===== src/rtl/regfile_rename.sv =====
`default_nettype none
// ============================================================================
//  Module   : regfile_rename
//  Purpose  : Architectural register file with rename (busy/tag) tracking.
//             Dispatch marks a destination busy and records the producing ROB
//             tag. Commit writes the value and clears busy only when the
//             stored tag still matches. Flush clears every busy bit. The
//             busy-register population count is kept in a register.
//  Option   : REGFILE_CM_BYPASS_EN - forward a tag-matching commit to the
//             read ports in the same cycle.
//  Revision : 1.0 - initial release
// ============================================================================
module regfile_rename #(
  parameter int DATA_W   = 32,
  parameter int REG_AW   = 5,
  parameter int TAG_W    = 4,
  parameter int RD_PORTS = 2
) (
  input  logic                       clk_in,
  input  logic                       rst_n_in,
  input  logic                       rdy_in,
  input  logic                       flush_in,
  input  logic [RD_PORTS*REG_AW-1:0] rd_addr_in,
  output logic [RD_PORTS-1:0]        rd_busy_out,
  output logic [RD_PORTS*DATA_W-1:0] rd_val_out,
  output logic [RD_PORTS*TAG_W-1:0]  rd_tag_out,
  input  logic                       dp_valid_in,
  input  logic [REG_AW-1:0]          dp_rd_in,
  input  logic [TAG_W-1:0]           dp_tag_in,
  input  logic                       cm_valid_in,
  input  logic [REG_AW-1:0]          cm_rd_in,
  input  logic [DATA_W-1:0]          cm_val_in,
  input  logic [TAG_W-1:0]           cm_tag_in,
  output logic [REG_AW:0]            busy_cnt_out
);

  localparam int c_REG_NUM = 2**REG_AW;

  // Architectural state; entry 0 is never written so it always reads zero.
  logic [DATA_W-1:0]    r_value [c_REG_NUM];
  logic [TAG_W-1:0]     r_tag   [c_REG_NUM];
  logic [c_REG_NUM-1:0] r_busy;
  logic [REG_AW:0]      r_busy_cnt;

  logic                 w_cm_en;
  logic                 w_dp_en;
  logic                 w_cm_hit;
  logic [c_REG_NUM-1:0] w_busy_nxt;
  logic [REG_AW:0]      w_cnt_nxt;

  // Qualified write enables; index 0 and a frozen pipeline suppress them,
  // and a flush cancels the dispatch but not the commit value write.
  always_comb begin
    w_cm_en  = rdy_in && cm_valid_in && (cm_rd_in != '0);
    w_dp_en  = rdy_in && dp_valid_in && !flush_in && (dp_rd_in != '0);
    w_cm_hit = w_cm_en && r_busy[cm_rd_in] && (r_tag[cm_rd_in] == cm_tag_in);
  end

  // Next busy vector: flush clears all, dispatch beats a same-index commit.
  always_comb begin
    w_busy_nxt = r_busy;
    if (rdy_in) begin
      if (flush_in) begin
        w_busy_nxt = '0;
      end else begin
        for (int i = 1; i < c_REG_NUM; i++) begin
          if (w_dp_en && (dp_rd_in == REG_AW'(i))) begin
            w_busy_nxt[i] = 1'b1;
          end else if (w_cm_hit && (cm_rd_in == REG_AW'(i))) begin
            w_busy_nxt[i] = 1'b0;
          end
        end
      end
    end
    w_busy_nxt[0] = 1'b0;
  end

  // Population count of the next busy vector, registered alongside it.
  always_comb begin
    w_cnt_nxt = '0;
    for (int i = 0; i < c_REG_NUM; i++) begin
      w_cnt_nxt = w_cnt_nxt + {{REG_AW{1'b0}}, w_busy_nxt[i]};
    end
  end

  // State update; everything holds while rdy_in is low.
  always_ff @(posedge clk_in or negedge rst_n_in) begin
    if (!rst_n_in) begin
      r_busy     <= '0;
      r_busy_cnt <= '0;
      for (int i = 0; i < c_REG_NUM; i++) begin
        r_value[i] <= '0;
        r_tag[i]   <= '0;
      end
    end else if (rdy_in) begin
      r_busy     <= w_busy_nxt;
      r_busy_cnt <= w_cnt_nxt;
      if (w_cm_en) begin
        r_value[cm_rd_in] <= cm_val_in;
      end
      if (w_dp_en) begin
        r_tag[dp_rd_in] <= dp_tag_in;
      end
    end
  end

  assign busy_cnt_out = r_busy_cnt;

  generate
    for (genvar p = 0; p < RD_PORTS; p++) begin : g_rd
      logic [REG_AW-1:0] w_addr;
      logic              w_busy;
      logic [DATA_W-1:0] w_val;
      logic [TAG_W-1:0]  w_tag;

      assign w_addr = rd_addr_in[p*REG_AW +: REG_AW];

      // Independent combinational read of stored state, optionally forwarding
      // a tag-matching commit that has not yet reached the array.
      always_comb begin
        w_busy = r_busy[w_addr];
        w_val  = r_value[w_addr];
        w_tag  = r_tag[w_addr];
`ifdef REGFILE_CM_BYPASS_EN
        if (w_cm_hit && (w_addr == cm_rd_in)) begin
          w_busy = 1'b0;
          w_val  = cm_val_in;
        end
`endif
      end

      assign rd_busy_out[p]              = w_busy;
      assign rd_val_out[p*DATA_W +: DATA_W] = w_val;
      assign rd_tag_out[p*TAG_W +: TAG_W]   = w_tag;
    end
  endgenerate

endmodule
`default_nettype wire


===== config.mk =====
export PLATFORM = sky130hd
export DESIGN_NAME = regfile_rename
export DESIGN_NICKNAME = d
export VERILOG_FILES = /design/src/rtl/regfile_rename.sv
export SDC_FILE = /design/constraint.sdc
export NUM_CORES = 2
export LEC_CHECK = 0
export ABC_CLOCK_PERIOD_IN_PS = 15420
export CAP_MARGIN = 20
export CORE_MARGIN = 2
export CORE_UTILIZATION = 68
export DETAILED_ROUTE_END_ITERATION = 8
export GPL_ROUTABILITY_DRIVEN = 0
export HOLD_SLACK_MARGIN = 0.06
export PLACE_DENSITY = 0.95
export SYNTH_ARGS = -nofsm -noshare
export SYNTH_HDL_FRONTEND = slang
export SYNTH_SLANG_ARGS = --single-unit

===== constraint.sdc =====
create_clock -name clk_in -period 15.42 [get_ports clk_in]
set_input_delay 3.084 -clock clk_in [delete_from_list [all_inputs] [get_ports clk_in]]
set_output_delay 3.084 -clock clk_in [all_outputs]
set_load 0.02 [all_outputs]

Yosys cells after proc, flatten, opt, wreduce, memory -nomap -nowiden
Cells that the tools add are included.
{ "totals": {"latch_bits": 0, "n_memories": 0, "wordCells": 339, "register_bits": 1189, "romBits": 0, "ram_bits": 0, "out_inout_bits": 80} }
{ "classes": {"muxes": 91, "multipliers": 0, "n_bitwise": 4, "n_div": 0, "n_eq_ne": 63, "order_cmp": 9, "n_reduce_logical": 76, "n_addsub": 30, "n_shift": 0} }
{ "ops": {"columns": ["cell", "count"], "rows": [
  ["bitwise mux 1024 bit", 1],
  ["binary-select mux 32 bit (select 5 bit)", 2],
  ["2-to-1 mux 32 bit", 6],
  ["demux 32 bit (select 5 bit)", 1],
  ["== test 5 bit (second input constant)", 32],
  ["adder 6 x 1 -> 6 bit", 25],
  ["bitwise mux 128 bit", 1],
  ["== test 5 x 4 -> 1 bit (second input constant)", 16],
  ["logical AND 1 bit", 71],
  ["2-to-1 mux 1 bit", 65],
  ["binary-select mux 4 bit (select 5 bit)", 3],
  ["== test 5 x 3 -> 1 bit (second input constant)", 8],
  ["2-to-1 mux 31 bit", 1],
  ["2-to-1 mux 4 bit", 7],
  ["greater-or-equal comparator 6 bit (second input constant)", 4],
  ["NOT 5 -> 6 bit", 4],
  ["demux 4 bit (select 5 bit)", 1],
  ["== test 5 x 2 -> 1 bit (second input constant)", 4],
  ["< comparator 5 x 6 -> 1 bit (second input constant)", 3],
  ["binary-select mux 1 bit (select 5 bit)", 3],
  ["< comparator 6 x 1 -> 1 bit (second input constant)", 2],
  ["== test 5 x 1 -> 1 bit (second input constant)", 2],
  ["nonzero test 5 bit", 2],
  ["adder 5 x 1 -> 6 bit", 1],
  ["7 further kinds", 8]
]} }

Longest topological paths before layout
{ "logic_depth": {"ltp_word": 41, "ltp_mapped": 30} }

Worst setup path before layout
No wires, ideal clock.
{ "synth_timing": {"kind": "input to register", "startpoint": "input cm_rd_in[1]", "endpoint": "register r_busy_cnt[4], in the netlist busy_cnt_out[4]", "required_time_ns": 15.295, "path_buffers": 3, "setup_time_ns": 0.125, "slack_ns": 5.630, "stages": 28, "t_arrival_ns": 9.665, "cell_sequence": "buf_6 buf_2 mux4_2 a211oi_1 a22oi_1 xnor2_1 nand2_1 nor4_4 buf_4 a31oi_1 fa_1 inv_1 fa_1 inv_1 fa_1 fa_1 fa_1 inv_1 fa_1 inv_1 fa_1 inv_1 fa_1 inv_1 a21o_1 a21oi_1 xnor2_1 mux2_2"} }
{ "synth_via": {"elab_cells_between_ends": 167, "classes_between": "add/sub (30); eq/ne (32); mux (69); bitwise (1); reduce/logical (35)"} }
{ "synth_rtl": {"columns": ["element", "line_no", "rtl"], "rows": [
  ["start: declaration", "31", "input logic [REG_AW-1:0] cm_rd_in,"],
  ["NOT 5 -> 6 bit (implied by the code)", "56", "w_cm_hit = w_cm_en && r_busy[cm_rd_in] && (r_tag[cm_rd_in] == cm_tag_in);"],
  ["binary-select mux 4 bit (select 5 bit)", "56", null],
  ["2-to-1 mux 4 bit (implied by the code) (2 in series)", "56", null],
  ["== test 4 bit", "56", null],
  ["logical AND 1 bit", "56", null],
  ["logical AND 1 bit (*)", "69", "end else if (w_cm_hit && (cm_rd_in == REG_AW'(i))) begin"],
  ["2-to-1 mux 1 bit (*)", "69", null],
  ["2-to-1 mux 1 bit (*)", "67", "if (w_dp_en && (dp_rd_in == REG_AW'(i))) begin"],
  ["2-to-1 mux 31 bit (*)", "63", "if (flush_in) begin"],
  ["2-to-1 mux 32 bit (*)", "62", "if (rdy_in) begin"],
  ["via w_busy_nxt[24]", "48", "logic [c_REG_NUM-1:0] w_busy_nxt;"],
  ["adder 6 x 1 -> 6 bit (*) (8 in series)", "82", "w_cnt_nxt = w_cnt_nxt + {{REG_AW{1'b0}}, w_busy_nxt[i]};"],
  ["end signal: assignment", "97", "r_busy_cnt <= w_cnt_nxt;"],
  ["end: declaration", "43", "logic [REG_AW:0] r_busy_cnt;"]
]} }
The timed path passes the listed nets; every way through them passes the cells marked *. The select of a mux whose other input is x is not followed.
A chain may end at the register's enable or synchronous reset.

Final worst setup path
{ "layout_timing": {"startpoint": "input cm_rd_in[0]", "endpoint": "register r_busy_cnt[4], in the netlist busy_cnt_out[4]"} }
Same word-level chain as after synthesis.

==> impl_metrics.json <==
{
  "endpoint_kind": "register",
  "grt_overflow_total": 0,
  "post_drt_wl_per_cell_um": 37.0,
  "setup.worst_path.class": "input pin to register",
  "hold_buffers": 0,
  "portBuffers": 145,
  "rsz0062_at_grt": "false",
  "syn_avg_cell_area_um2": 16.2,
  "critical_path_arrival_ps": 11390,
  "dp_slack_ps": 4230,
  "grt_pass1_vias": 45144,
  "ir_drop_v": 0.000102,
  "ctsLongestPathBuffers": 3,
  "tritoncts": "yes",
  "gr-usage-met3_pct": 13.6,
  "die_area_um2": 98300,
  "worst_setup_path_start_kind": "input pin",
  "hold_viol_final": 0,
  "rows": 113,
  "synth_seq_cells": 1189,
  "busiest_layer": "met2",
  "die_h_um": 314,
  "critPathRequiredTime_ps": 16030,
  "fin_skew_ps": 23.0,
  "cts_setup_buffers": 0,
  "yosysSeqAreaShare_pct": 45.7,
  "mappedNetlistArea_um2": 65100,
  "ant_nets": 0,
  "grt_util_met2_pct": 60.1,
  "status": "finished, violations left",
  "wl_mm": 195,
  "die_x_um": 314,
  "start_util_pct": 68.6,
  "synth_cell_types": 59,
  "fmax_ghz": 0.0928,
  "dr.pass1.iters": 9,
  "async_reset_ff_share_pct": 100,
  "period_needed_ps": 10770,
  "dr_total_vias": 42539,
  "drt-initial-drc-count": 6195,
  "ctsHtreeMaxLevel": 3,
  "hold_path_startpoint": "r_value[1008]",
  "yosys_warnings": 0,
  "crit_start": "cm_rd_in[0]",
  "worstMarginPinSlew_ps": 1200,
  "pin_count": 146,
  "hold_class": "register to register",
  "n_fill_cell": 4845,
  "root_buffer": "clkbuf_16",
  "grt_max_degree": 178,
  "grt_pass1_wl_mm": 292,
  "drc": 123,
  "clock-sinks": 1189,
  "dp_hpwl_mm": 102,
  "viasPerCell": 8.08,
  "worst_slack_ps": 4650,
  "violations": "DRC",
  "drive_above_1_share_pct": 57.9,
  "finalSetupTns_ps": 0,
  "numCtsBuffers": 119,
  "grt_antenna_before_repair": 6,
  "insertion_delay_ps": 730,
  "area_growth_pct": 9.59,
  "use_met1_pct": 51.7,
  "cap_violations": 0,
  "grt_usage_pct": 40.3,
  "drv_slew": 0,
  "r2r_start": "r_tag[65]",
  "slew_headroom_pct": 19.9,
  "syn_inst": 4016,
  "rrSetupSlack_ps": 7540,
  "power_density_nw_per_um2": 118,
  "synth_edf_count": 0,
  "period_share_pct": 69.9,
  "clk_pin_slew_worst_paths_ps": 60,
  "synth_ff_type": "dfrtp_1",
  "post_cts_resized": 0,
  "critPathMaxFanout": 29,
  "core_area_um2": 95000,
  "setup_viol": 0,
  "nNetsFinal": 3996,
  "leakagePower_nw": 31.1,
  "syn_nets": 4112
}
-- cells by family (layout without fill, tap and decap cells) --
kind of cell / count (synthesis) / count (layout) / share of synthesized area [%]
buffers and inverters: 490 / 474 / 3.09
DFF: 1189 / 1189 / 45.7
and+or+nand+nor: 173 / 173 / 1.32
xor gates and xnor gates: 7 / 7 / 0.106
adders and majority gates: 30 / 30 / 0.841
other: 0 / 2 / 0
muxes: 1989 / 1989 / 47.5
AOI/OAI and AO/OA: 138 / 138 / 1.45
-- power by group --
part           leakage, nW  total (mW)  switching (mW)  internal (mW)
clock network         2.04        3.08            1.31           1.77
logic                 13.2        1.50           0.632          0.866
registers             15.9        3.84           0.347           3.49
total                 31.1        8.42            2.29           6.13
-- layout make-up --
type | instances | area, um2 | share of cell area, %
Tap cell | 1265 | 1580 | 2.22
Inverter | 33 | 124 | 0.173
Multi-Input combinational cell | 2337 | 33600 | 47.0
Clock inverter | 60 | 686 | 0.960
Sequential cell | 1189 | 29800 | 41.7
Timing Repair Buffer | 220 | 2220 | 3.11
Clock buffer | 161 | 3450 | 4.83
Antenna cell | 2 | 5.00 | 0.00701
-- layout by cell type, fill, tap and decap left out, types with 7 or more instances in the layout --
master	n
inv_1	33
clkbuf_16	120
clkbuf_1	12
clkinv_2	30
nor2_1	31
ha_1	7
clkdlybuf4s50_1	132
dfrtp_1	1189
mux2i_1	25
bufinv_16	12
a31o_2	9
fa_1	23
a21oi_1	37
buf_12	7
clkinvlp_4	10
mux4_2	763
nand3_1	10
nand2_1	58
clkbuf_8	29
a31oi_1	34
buf_4	66
mux2_2	1201
nor2_4	24
a22oi_1	21
-- path summary, 6_finish.rpt --
path | to | depth (start not counted)
hold reg to reg | r_value[1008] | 0
setup reg to reg | busy_cnt_out[4] | 26
hold / removal | r_value[1008] | 0
min in group asynchronous | r_tag[89] | 1
setup / recovery | busy_cnt_out[4] | 28
max in group asynchronous | r_value[748] | 4
-- critical path: stages --
cell and delay [ps]:
clkdlybuf4s50_1 460, buf_4 360, inv_1 400, nor2_1 450
a22oi_1 170, a22oi_1 210, xnor2_1 180, nand2_1 290
nor4_4 760, a31oi_1 250, fa_1 620, inv_1 80
fa_1 560, inv_1 70, fa_1 460, fa_1 500
fa_1 500, inv_1 50, fa_1 480, inv_1 50
fa_1 370, inv_1 90, fa_1 210, inv_1 50
a21o_1 140, a21oi_1 170, xnor2_1 80, mux2_2 260
-- metal layers --
layer	share of wire, %	vias up
met5	0.021	-
li1	-	15494
met1	33	22076
met4	7.5	6
met3	13	1137
met2	46	3826
-- per-stage QoR --
stage	hold WS (ps)	util (%)	std cells	instance area [um2]	power (mW)
finish	395	75.2	5267	71400	8.42
global route	410	75.1	5266	71400	8.64
CTS	397	75.0	5259	71300	8.37
detailed placement	382	70.6	5038	67100	5.28
global placement	376	70.6	5037	67100	5.17
floorplan	441	-	4016	65200	4.79
-- registers in the layout (all words and copies together) (netlist names) --
signal,count
busy_cnt_out,6
r_value,1024
r_busy,31
r_tag,128
-- cells in the mapped netlist, drive strengths merged, types with 2 or more instances --
| library cell | instances | area [um2] |
|---|---|---|
| a21boi | 3 | 22.5 |
| mux4 | 763 | 17200 |
| and3b | 2 | 17.5 |
| a21o | 6 | 45.0 |
| nor2 | 55 | 206 |
| nor3b | 3 | 22.5 |
| xnor2 | 5 | 51.3 |
| and2 | 4 | 27.5 |
| mux2i | 25 | 250 |
| a31o | 9 | 78.8 |
| a2111oi | 2 | 36.3 |
| o21ai | 6 | 33.8 |
| or2 | 2 | 12.5 |
| clkbuf | 275 | 1030 |
| nand2b | 5 | 31.3 |
| buf | 182 | 857 |
| xor2 | 2 | 17.5 |
| nor3 | 7 | 40.0 |
| o22ai | 5 | 31.3 |
| a22o | 3 | 26.3 |
| mux2 | 1201 | 13500 |
| a21oi | 37 | 185 |
| or3b | 3 | 26.3 |
| inv | 33 | 124 |
| o211ai | 2 | 20.0 |
| a22oi | 21 | 158 |
| o2111ai | 2 | 17.5 |
| nor4 | 7 | 110 |
| fa | 23 | 460 |
| dfrtp | 1189 | 29800 |
| a31oi | 34 | 213 |
| ha | 7 | 87.6 |
| nor2b | 4 | 25.0 |
| nand3 | 10 | 50.1 |
| nand2 | 61 | 229 |
| nand4 | 2 | 12.5 |
| and3 | 6 | 37.5 |
No activity file was read; power rests on OpenSTA's default activity.
